File: src/rtl/fixed_accum.sv
`default_nettype none
// ============================================================================
//  Module   : fixed_accum
//  Purpose  : Streaming fixed-point accumulator. Sums ACC_LEN accepted samples
//             in full precision, then rounds/saturates the total into the
//             (N_BITS_OUT,BIN_PT_OUT) format behind a one-entry valid/ready
//             output register.
//  Ports    : clk, rst_n (async active-low), clr (sync clear)
//             in_data/in_valid/in_ready    : sample stream (input side)
//             out_data/out_valid/out_ready : result stream (output side)
//             out_sat                      : result was clipped (with out_valid)
//  Revision : 1.0  initial release
// ============================================================================
module fixed_accum #(
    parameter int N_BITS_IN  = 6,
    parameter int BIN_PT_IN  = 3,
    parameter int SIGNED_IN  = 1,
    parameter int ACC_LEN    = 4,
    parameter int N_BITS_OUT = 8,
    parameter int BIN_PT_OUT = 3
) (
    input  logic                  clk,
    input  logic                  rst_n,
    input  logic                  clr,
    input  logic [N_BITS_IN-1:0]  in_data,
    input  logic                  in_valid,
    output logic                  in_ready,
    output logic [N_BITS_OUT-1:0] out_data,
    output logic                  out_valid,
    input  logic                  out_ready,
    output logic                  out_sat
);

    localparam int W_ACC = N_BITS_IN + $clog2(ACC_LEN);
    localparam int CNT_W = (ACC_LEN > 1) ? $clog2(ACC_LEN) : 1;
    localparam int LSH   = (BIN_PT_OUT >= BIN_PT_IN) ? (BIN_PT_OUT - BIN_PT_IN) : 0;
    localparam int RSH   = (BIN_PT_IN > BIN_PT_OUT) ? (BIN_PT_IN - BIN_PT_OUT) : 0;
    // Working width: holds the aligned total, the output range limits, a guard
    // bit for the rounding add and a sign bit.
    localparam int W_WK  = (((W_ACC + LSH) > N_BITS_OUT) ? (W_ACC + LSH) : N_BITS_OUT) + 2;

    localparam logic [CNT_W-1:0] c_last = CNT_W'(ACC_LEN - 1);
    localparam logic signed [W_WK-1:0] c_max = (SIGNED_IN != 0)
        ? ((W_WK'(1) << (N_BITS_OUT - 1)) - W_WK'(1))
        : ((W_WK'(1) << N_BITS_OUT) - W_WK'(1));
    localparam logic signed [W_WK-1:0] c_min = (SIGNED_IN != 0)
        ? -(W_WK'(1) << (N_BITS_OUT - 1))
        : W_WK'(0);

    logic [W_ACC-1:0]      acc_q, acc_d;
    logic [CNT_W-1:0]      cnt_q, cnt_d;
    logic                  out_valid_q, out_valid_d;
    logic [N_BITS_OUT-1:0] out_data_q, out_data_d;
    logic                  out_sat_q, out_sat_d;

    logic [W_ACC-1:0]       w_sample;
    logic [W_ACC-1:0]       w_total;
    logic signed [W_WK-1:0] w_ext;
    logic signed [W_WK-1:0] w_aligned;
    logic [N_BITS_OUT-1:0]  w_conv;
    logic                   w_conv_sat;
    logic                   w_accept;
    logic                   w_final;

    // Extension of the sample and of the block total follows the input format.
    if (SIGNED_IN != 0) begin : g_signed
        assign w_sample = W_ACC'($signed(in_data));
        assign w_ext    = W_WK'($signed(w_total));
    end else begin : g_unsigned
        assign w_sample = W_ACC'(in_data);
        assign w_ext    = $signed(W_WK'(w_total));
    end

    assign w_total = acc_q + w_sample;

    if (BIN_PT_OUT >= BIN_PT_IN) begin : g_shl
        assign w_aligned = w_ext <<< LSH;
    end else begin : g_shr
        // Add half an output LSB then floor: round half toward +inf.
        localparam logic signed [W_WK-1:0] c_half = W_WK'(1) << (RSH - 1);
        assign w_aligned = (w_ext + c_half) >>> RSH;
    end

    always_comb begin
        w_conv     = w_aligned[N_BITS_OUT-1:0];
        w_conv_sat = 1'b0;
        if (w_aligned > c_max) begin
            w_conv     = c_max[N_BITS_OUT-1:0];
            w_conv_sat = 1'b1;
        end else if (w_aligned < c_min) begin
            w_conv     = c_min[N_BITS_OUT-1:0];
            w_conv_sat = 1'b1;
        end
    end

    // A pending result blocks input unless it drains this very cycle.
    assign in_ready = ~out_valid_q | out_ready;
    assign w_accept = in_valid & in_ready;
    assign w_final  = w_accept & (cnt_q == c_last);

    always_comb begin
        acc_d       = acc_q;
        cnt_d       = cnt_q;
        out_valid_d = out_valid_q;
        out_data_d  = out_data_q;
        out_sat_d   = out_sat_q;

        if (w_final) begin
            acc_d = '0;
            cnt_d = '0;
        end else if (w_accept) begin
            acc_d = w_total;
            cnt_d = cnt_q + CNT_W'(1);
        end

        if (w_final) begin
            out_valid_d = 1'b1;
            out_data_d  = w_conv;
            out_sat_d   = w_conv_sat;
        end else if (out_valid_q && out_ready) begin
            out_valid_d = 1'b0;
        end

        // Clear wins over any accept in the same cycle.
        if (clr) begin
            acc_d       = '0;
            cnt_d       = '0;
            out_valid_d = 1'b0;
            out_sat_d   = 1'b0;
        end
    end

    always_ff @(posedge clk or negedge rst_n) begin
        if (!rst_n) begin
            acc_q       <= '0;
            cnt_q       <= '0;
            out_valid_q <= 1'b0;
            out_data_q  <= '0;
            out_sat_q   <= 1'b0;
        end else begin
            acc_q       <= acc_d;
            cnt_q       <= cnt_d;
            out_valid_q <= out_valid_d;
            out_data_q  <= out_data_d;
            out_sat_q   <= out_sat_d;
        end
    end

    assign out_valid = out_valid_q;
    assign out_data  = out_data_q;
    assign out_sat   = out_sat_q;

endmodule
`default_nettype wire

File: config.mk
export PLATFORM = sky130hd
export DESIGN_NAME = fixed_accum
export DESIGN_NICKNAME = d
export VERILOG_FILES = /design/src/rtl/fixed_accum.sv
export SDC_FILE = /design/constraint.sdc
export NUM_CORES = 1
export LEC_CHECK = 0
export CORE_MARGIN = 4
export CORE_UTILIZATION = 46
export DETAILED_ROUTE_END_ITERATION = 7
export PLACE_DENSITY = 0.75
export SETUP_SLACK_MARGIN = 0.4
export SYNTH_ARGS = -nofsm -noshare
export SYNTH_HDL_FRONTEND = slang
export SYNTH_SLANG_ARGS = --single-unit
File: constraint.sdc
create_clock -name clk -period 2 [get_ports clk]
set_input_delay 0.3 -clock clk [delete_from_list [all_inputs] [get_ports clk]]
set_output_delay 0.3 -clock clk [all_outputs]
set_load 0.1 [all_outputs]
==> summary by stage <==
Routing
After detailed routing, the wire length on met1 is 1.233 mm. The via count of the routed design is 1020. After the first detailed-routing iteration, the DRC count stood at 20. The uppermost layer routed is met4. The post-route DRC violation count is 0. For this block, the routed nets add up to slightly below 3 mm of wire.

The remaining antenna violation count is 0. Dividing the detail-routed via count by the number of cells gives 5.667. The first detailed-routing pass took 4 iterations. Summed over all nets, wire length on met2 after detailed routing comes to 1.459 mm. After detailed routing, the average wire length per cell comes to 16.52 µm. The detailed-routed wire length on met3 is between 150 and 200 µm.

Cells and area
After the flow finishes, the layout carries non-filler instances totaling 180. The finished cells cover roughly 0.0018 mm². For this run, the post-layout net count is 173. The growth of design area from synthesis to finish is 53.01%.

0 antenna diodes ended up in the layout. In the final layout, the share of cells above drive strength 1 is 46.71%.

STA
The number of failing hold endpoints at the final stage was 0. The worst slew margin relative to its limit is 79.05%. Timing would allow up to 532.0 MHz.

Setup repair after global routing could not meet its margin everywhere. The final-report max-slew violation count is 0. The time the worst path needs with I/O delays and setup is about 1.9 ns.

In the finished design, the share of the clock period the worst path needs comes to 93.99%. At the pin with the least slew margin, the transition time is around 0.31 ns. The number of endpoints failing setup at the final stage is 0. The minimum hold slack is 0.3139 ns. The worst setup skew after layout is 0.005004 ns. Setup slack on the critical path of the routed design comes to between 0.1 and 0.15 ns.

Worst setup path
For the worst setup path, the data required time is 2.22 ns. The kind of launch point of the worst setup path is a flip-flop. Tracing the worst setup path back leads to its startpoint at acc_q[0]. The critical path is of the reg2reg type. STA classifies the critical path endpoint as a flip-flop. The start of the worst register-to-register path is acc_q[0].

In this run the worst path has a maximum fanout of 2. The arrival time of the worst setup path is 2.09 ns.

Yosys
Measured against the total synthesized area, the mux share comes to 6.011%. The most frequent cell after synthesis is sky130_fd_sc_hd__dfrtp_1. The synthesized design contains 0 enable-type register cells. Synthesis handed over a netlist of 106 instances. After synthesis, the cell types taking the most area are sky130_fd_sc_hd__dfrtp_1, sky130_fd_sc_hd__ha_1, sky130_fd_sc_hd__nand2_1. In this run the cell area of the synthesized design comes to 0.001145 mm². The commonest cells after synthesis are sky130_fd_sc_hd__dfrtp_1, sky130_fd_sc_hd__nand2_1, sky130_fd_sc_hd__ha_1, sky130_fd_sc_hd__a21oi_1. The proportion of synthesized flip-flops having asynchronous set or reset is 100.0%. The per-instance average area after synthesis is between 10 and 15 µm². The fraction of synthesized cell area taken by the top area cell type is about 44%. The dominant cell type by area after synthesis is sky130_fd_sc_hd__dfrtp_1.

The number of nets produced by synthesis is 126. The arithmetic-cell share of the synthesized area counting full adders, half adders and majority gates is 10.49%. The count of unique library cells instantiated by Yosys is 38. The fraction of synthesized cell area in xor and xnor cells is 3.060%. The number of flip-flops and latches in the synthesized netlist is 20. For this run, the leading register cell type out of synthesis is sky130_fd_sc_hd__dfrtp_1. The total of warnings raised by yosys is 0. Of the total synthesized cell area, the portion taken by AND, OR, NAND and NOR gates is 15.08%.

The dominant combinational cell family by area after synthesis is compound AO/OA/AOI/OAI gates. Summing the areas of all compound-gate instances in the mapped netlist gives approximately a fifth of the synthesized area. The share of the yosys chip area belonging to registers is 43.72%.

Power
The proportion of power drawn by flip-flops and latches is 28.7%. IR analysis of the VDD net gives a maximum drop of around 1.1 mV. Of the total power, combinational logic draws 53.5%. The clock share of power is approximately 18%. The net switching power is 862.0 µW. In this run the static leakage power is about 0.00083 µW. The switching fraction of total power is 45.46%.

The internal portion of the total power is 1034 µW. The power density over the cells is about 1100 mW/mm².

Clock tree
In this run the number of H-tree levels came out at 1. The TritonCTS clock tree is yes. CTS placed an instance of sky130_fd_sc_hd__clkbuf_4 at the clock tree root. The clock latency on the worst-skew pair is 0.31 ns. Hold repair after CTS inserted 0 buffers. The clock net in this run drives a total of 20 sinks.

After clock tree synthesis, the clock-pin slew on the worst setup and hold paths is roughly 0.12 ns. The total clock buffers created by CTS is 3. The longest clock path from root to sink contains 2 buffers.

GRT
The number of global-route vias before repair is between 1000 and 1500. Global routing finished with a remaining overflow of 0. The number of antenna violations at the first check in global routing is 0. For this run, the total global-route usage over all layers was measured as 18.62%.

The pin count of the biggest net entering global routing is 21. The first global-routing pass estimated 4.809 mm of wire.

Placed design
The setup slack at placement is -0.2339 ns. Summed over all nets, the half-perimeter wirelength after detailed placement is between 2 and 2.5 mm. The cell area reported after detailed placement is 0.001597 mm². The congestion estimate from routability-driven global placement came to between 0.8 and 0.9.

The number of port buffers is 21. In this run, placement finished with an instance count of 171.

Die
The starting density of the core is 49.84%. The total die area is 0.003351 mm². Measured along the x axis, the die boundary spans a little under 60 µm. 22 I/O pins were placed.

In this run the vertical extent of the chip is 57.89 µm. The total number of placement rows is 17. The total area inside the core boundary comes to 0.002297 mm².

Worst hold path
The type of the worst min-delay path is in2async.

Run status
The run finished with clean final reports.

Job
Across the run, the number of max-cap violations was 0.
-- cell usage in the layout, fill, tap and decap left out, types with 2 or more instances in the layout --
cell type and count:
sky130_fd_sc_hd__mux2_4 3, sky130_fd_sc_hd__nand3_1 4, sky130_fd_sc_hd__o21ai_2 3, sky130_fd_sc_hd__a22o_1 4, sky130_fd_sc_hd__clkdlybuf4s50_1 8, sky130_fd_sc_hd__nand2_1 12, sky130_fd_sc_hd__dfrtp_1 18, sky130_fd_sc_hd__a21o_1 3
sky130_fd_sc_hd__nand2b_1 3, sky130_fd_sc_hd__nor3_4 2, sky130_fd_sc_hd__a21oi_1 6, sky130_fd_sc_hd__nor2_1 3, sky130_fd_sc_hd__xnor2_1 2, sky130_fd_sc_hd__clkbuf_4 3, sky130_fd_sc_hd__dlygate4sd2_1 2, sky130_fd_sc_hd__buf_4 32
sky130_fd_sc_hd__mux2i_1 2, sky130_fd_sc_hd__ha_4 5, sky130_fd_sc_hd__ha_1 2
-- sequential cells by signal, summed over array words and instances (netlist names) --
name       cells
acc_q          8
out_sat        1
out_data       8
out_valid      1
cnt_q          2
-- critical path, stage by stage, from the launching register on --
cell	delay, ns
sky130_fd_sc_hd__dfrtp_1	0.41
sky130_fd_sc_hd__ha_2	0.19
sky130_fd_sc_hd__fa_2	0.34
sky130_fd_sc_hd__a21o_2	0.21
sky130_fd_sc_hd__a21oi_4	0.14
sky130_fd_sc_hd__o21ai_2	0.08
sky130_fd_sc_hd__a21o_1	0.17
sky130_fd_sc_hd__a32o_1	0.25
-- final timing paths --
path	slack (ns)	cells past startpoint	to
min	0.31	2	cnt_q[1]
min reg2reg	0.49	2	out_data[1]
min in group clk	0.49	2	out_data[1]
max in group asynchronous	1.46	2	out_valid
max	0.12	7	acc_q[6]
max reg2reg	0.12	7	acc_q[6]
-- stage by stage --
stage	util (%)	total power [µW]	TNS, ns
floorplan	-	1238	0
global placement	69.50	1473	-1.081
detailed placement	69.50	1492	-1.214
CTS	73.37	1850	0
global route	76.25	1981	0
finish	76.25	1896	0
-- logic make-up (layout without fill, tap and decap cells) --
kind of cell | count (synthesis) | after routing
AOI/OAI and AO/OA | 30 | 30
muxes | 6 | 6
DFF | 20 | 20
adders and majority gates | 9 | 9
xor gates and xnor gates | 4 | 4
and+or+nand+nor | 34 | 34
buffers and inverters | 3 | 49
-- metal layers --
layer / track usage (%) / vias to the layer above
met3: 3.118 / 11
met2: 31.45 / 39
li1: - / 483
met4: 8.609 / 0
met5: 0 / -
met1: 23.06 / 487
-- layout make-up --
class,count,area [µm²]
Fill cell,159,545.5
Clock inverter,1,30.03
Tap cell,28,35.03
Inverter,1,3.754
Clock buffer,3,22.52
Sequential cell,20,505.5
Timing Repair Buffer,44,369.1
Multi-Input combinational cell,83,785.8
-- power by group through the flow --
stage	logic [µW]	registers, µW	clock network [µW]
2_1_floorplan	276	962	0
3_5_place_dp	941	551	0
5_1_grt	1070	554	360
4_1_cts	969	543	338
6_report	1010	543	339
3_3_place_gp	928	546	0
-- repair_timing --
item                       in CTS  in global routing
pin swaps                       5                  1
setup buffers                   2                  3
gates resized for setup         7                  7
setup endpoints to repair       9                  9
(Power assumes the default switching activity.)
